## config.mk

```make
export PLATFORM = sky130hd
export DESIGN_NAME = serial_deserializer
export DESIGN_NICKNAME = d
export VERILOG_FILES = /design/src/rtl/serial_deserializer.sv
export SDC_FILE = /design/constraint.sdc
export NUM_CORES = 1
export LEC_CHECK = 0
export ABC_CLOCK_PERIOD_IN_PS = 2800
export CAP_MARGIN = 0
export CORE_MARGIN = 1.5
export CORE_UTILIZATION = 45
export CTS_BUF_LIST = sky130_fd_sc_hd__clkbuf_4
export DETAILED_ROUTE_END_ITERATION = 8
export GPL_ROUTABILITY_DRIVEN = 0
export PLACE_DENSITY_LB_ADDON = 0.05
export SLEW_MARGIN = 20
export SYNTH_ARGS = -nofsm -noshare
export SYNTH_HDL_FRONTEND = slang
export SYNTH_SLANG_ARGS = --single-unit
```

## constraint.sdc

```tcl
create_clock -name clock1M -period 2.8 [get_ports clock1M]
set_clock_uncertainty 0.15 [all_clocks]
set_input_delay 0.84 -clock clock1M [delete_from_list [all_inputs] [get_ports clock1M]]
set_output_delay 0.84 -clock clock1M [all_outputs]
set_load 0.02 [all_outputs]
```

## src/rtl/serial_deserializer.sv

```systemverilog
// Serial receive front end: samples a framed one-bit line at mid-bit, builds a
// MSB-first word and holds it for the downstream queue until acknowledged.
module serial_deserializer #(
  parameter int BIT_PERIOD = 100,
  parameter int WIDTH      = 8
) (
  input  logic             clock1M,
  input  logic             reset,
  input  logic             data_in,
  input  logic             write_in,
  input  logic             ack_in,
  output logic [WIDTH-1:0] data_out,
  output logic             data_ready,
  output logic             status_out
);

  localparam int CW = (BIT_PERIOD > 1) ? $clog2(BIT_PERIOD) : 1;
  localparam int BW = $clog2(WIDTH + 1);
  localparam logic [CW-1:0] MID_CYCLE  = CW'(BIT_PERIOD / 2);
  localparam logic [CW-1:0] LAST_CYCLE = CW'(BIT_PERIOD - 1);
  localparam logic [BW-1:0] LAST_BIT   = BW'(WIDTH - 1);

  typedef enum logic [1:0] {
    IDLE,
    SHIFT,
    HOLD
  } state_t;

  state_t           r_state;
  state_t           w_stateNext;
  logic [CW-1:0]    r_cycleCnt;
  logic [CW-1:0]    w_cycleCntNext;
  logic [BW-1:0]    r_bitCnt;
  logic [BW-1:0]    w_bitCntNext;
  logic [WIDTH-1:0] r_shift;
  logic [WIDTH-1:0] w_shiftNext;
  logic [WIDTH-1:0] r_dataOut;
  logic [WIDTH-1:0] w_dataOutNext;
  logic             r_dataReady;
  logic             w_dataReadyNext;
  logic             r_writePrev;

  always_ff @(posedge clock1M or negedge reset) begin
    if (!reset) begin
      r_state     <= IDLE;
      r_cycleCnt  <= '0;
      r_bitCnt    <= '0;
      r_shift     <= '0;
      r_dataOut   <= '0;
      r_dataReady <= 1'b0;
      r_writePrev <= 1'b0;
    end else begin
      r_state     <= w_stateNext;
      r_cycleCnt  <= w_cycleCntNext;
      r_bitCnt    <= w_bitCntNext;
      r_shift     <= w_shiftNext;
      r_dataOut   <= w_dataOutNext;
      r_dataReady <= w_dataReadyNext;
      r_writePrev <= write_in;
    end
  end

  always_comb begin
    w_stateNext     = r_state;
    w_cycleCntNext  = r_cycleCnt;
    w_bitCntNext    = r_bitCnt;
    w_shiftNext     = r_shift;
    w_dataOutNext   = r_dataOut;
    w_dataReadyNext = r_dataReady;
    case (r_state)
      IDLE: begin
        if (write_in && !r_writePrev) begin
          w_stateNext    = SHIFT;
          w_cycleCntNext = '0;
          w_bitCntNext   = '0;
          w_shiftNext    = '0;
        end
      end
      SHIFT: begin
        // A short frame is dropped entirely; the last good word stays visible.
        if (!write_in) begin
          w_stateNext    = IDLE;
          w_cycleCntNext = '0;
          w_bitCntNext   = '0;
          w_shiftNext    = '0;
        end else begin
          w_cycleCntNext = (r_cycleCnt == LAST_CYCLE) ? '0 : r_cycleCnt + 1'b1;
          if (r_cycleCnt == MID_CYCLE) begin
            w_shiftNext  = {r_shift[WIDTH-2:0], data_in};
            w_bitCntNext = r_bitCnt + 1'b1;
            if (r_bitCnt == LAST_BIT) begin
              w_stateNext     = HOLD;
              w_dataOutNext   = {r_shift[WIDTH-2:0], data_in};
              w_dataReadyNext = 1'b1;
            end
          end
        end
      end
      HOLD: begin
        if (ack_in) begin
          w_stateNext     = IDLE;
          w_dataReadyNext = 1'b0;
        end
      end
      default: begin
        w_stateNext = IDLE;
      end
    endcase
  end

  assign data_out   = r_dataOut;
  assign data_ready = r_dataReady;
  assign status_out = (r_state == IDLE);

endmodule

```

==> qor.yml <==
dpl.hpwl_mm: 1.77
r2r_slack_ns: 0.82
htreeDepth: 2
hold_depth: 1
design_power_total_uw: 821
period_needed_ns: 2.59
ios: 15
cts_buffers: 5
routed_wl_mm: 2.48
synth-seq-cells: 30
clockBufferDepth: 2
grt_max_degree: 31
drc: 0
max-slew-margin-rel: 0.728
setup_tns_ns: 0
insertion_delay_ns: 0.34
critPathCaptureType: "output pin"
ys_top_cells_by_area: "dfrtp_1 55%, mux2_2 7.5%, a22o_1 5.2%"
clk_pin_slew_ns: 0.09
synth_area_per_cell_um2: 11.8
rsz0062_at_grt: "no"
timing.fmax_ghz: 0.387
postRouteAntennaNets: 0
critPathRequiredTime_ns: 1.81
postSynthCellCount: 115
grt_pass1_vias: 1008
cts_root_buffer: "clkbuf_4"
slew_violations: 0
start_util: 0.483
wl_met3_um: 149
yosysUniqueCellTypes: 33
synth_top_area_cell: "dfrtp_1"
wl_met1_mm: 1.12
core_mm2: 0.00281
outcome: "finished clean"
final_common_cell: "dfrtp_1"
worstHoldStart: "r_shift[6]$_DFFE_PN0P_"
drt_iter0_drc: 26
arrival_ns: 1.60
r2r_end: "data_out[5]$_DFFE_PN0P_"
worst_slew_pin_slew_ns: 0.398
hold_violations: 0
antenna_found_initial: 0
syn_nets: 123
rows: 19
first_pass_iters: 4
diodes: 0
finalCritPeriodShare: 0.924
post_cts_buffers: 0
rr_startpoint: "r_cycleCnt[3]$_DFFE_PN0P_"
cp-start-kind: "flip-flop"
ys_seq_area_frac: 0.555
hold_buffers: 0
track_usage: 0.183
postLayoutCellArea_mm2: 0.00164
place.port_buffers: 14
area_growth_pct: 21.3
wire_per_inst_um: 14.5
yosys_warnings: 0
num-nets-final: 148
cts.sinks: 30
dpl-instance-area_mm2: 0.00157
cts_tree: "built"
syn_area_mm2: 0.00135
synth_top_area_frac: 0.555
grt_pass1_wl_mm: 4.45
top_layer_used: "met4"
holdPathEnd: "r_shift[6]$_DFFE_PN0P_"
worstPathMaxFanout: 9
hp-class: "reg -> reg"
via_per_inst: 5.72
ir_drop_mv: 0.522
crit_type: "reg -> out"
synth_edf_count: 0
finalSetupViolCount: 0
dr_wl_met2_mm: 1.14
cts-resized-gates: 0
die_width_um: 57.9
die-area_mm2: 0.00335
reg2reg_depth: 5
grt-ovfl-total: 0
final_cell_mix: "30 x dfrtp_1, 14 x clkdlybuf4s50_1, 9 x mux2_2, 8 x o21ai_0, 8 x a22o_1"
die_y_um: 57.9
power_leakage_uw: 0.000746
synthFlopType: "dfrtp_1"
vias: 978
ys_async_sr_fraction: 1.00
final_layout_size_suffix_gt1_frac: 0.200
drv_cap: 0
power_density_mw_per_mm2: 500
==> cells in the mapped netlist (all sizes together) (3+ instances only) <==
library cell  number
a22o               8
nand3              5
nor2b              3
ha                 3
a21oi              3
dfrtp             30
nand2b             3
mux2               9
nand2              6
inv                6
o21ai              8
nor2               5
==> worst max-delay path by stage <==
stage	startpoint	endpoint	slack (ns)	depth (start not counted)
6_report	r_state[0]$_DFFE_PN0P_	status_out	0.21	2
5_1_grt	r_state[0]$_DFFE_PN0P_	status_out	0.11	2
4_1_cts	r_state[0]$_DFFE_PN0P_	status_out	0.18	2
3_5_place_dp	write_in	data_out[3]$_DFFE_PN0P_	0.05	6
3_3_place_gp	write_in	data_out[6]$_DFFE_PN0P_	0.08	6
2_1_floorplan	write_in	data_out[0]$_DFFE_PN0P_	0.49	4
==> stage by stage <==
step	worst slack, ns	hold slack (ns)	utilization	cells
4_1_cts	0.185	0.355	0.585	171
3_3_place_gp	0.0792	0.339	0.560	164
2_1_floorplan	0.487	0.311	-	115
5_1_grt	0.111	0.379	0.585	171
6_report	0.213	0.359	0.585	171
3_5_place_dp	0.0469	0.335	0.560	164
==> cells by family after synthesis <==
logic type                 after synthesis  share of synthesized area
and+or+nand+nor                         36                      0.169
AOI/OAI and AO/OA                       28                      0.146
DFF                                     30                      0.555
buffers and inverters                    9                     0.0277
adders and majority gates                3                     0.0277
muxes                                    9                     0.0749
==> cell type report <==
class | count | area [µm²]
Tap cell | 31 | 38.8
Inverter | 6 | 22.5
Fill cell | 246 | 1160
Multi-Input combinational cell | 76 | 566
Clock inverter | 2 | 33.8
Sequential cell | 30 | 751
Clock buffer | 5 | 37.5
Timing Repair Buffer | 21 | 193
==> state kept, by name, indices dropped and copies added, names as in the netlist <==
register,flops
r_writePrev,1
r_bitCnt,4
data_out,8
r_state,2
data_ready,1
r_shift,7
r_cycleCnt,7
==> metal layers <==
layer  vias up  global-route usage
li1        473                   -
met1       475               0.223
met2        22               0.271
met3         8              0.0558
met4         0               0.140
met5         -                   0
==> where the power goes <==
group	switching, µW	internal, µW
Sequential	5.77	437
Combinational	30.5	21.2
Clock	147	180
Total	183	639
==> critical path: stages, from the launching register on <==
cell,delay (ns)
dfrtp_1,0.49
nor2_1,0.16
clkdlybuf4s50_1,0.62
Power figures use the tool's default switching activity.
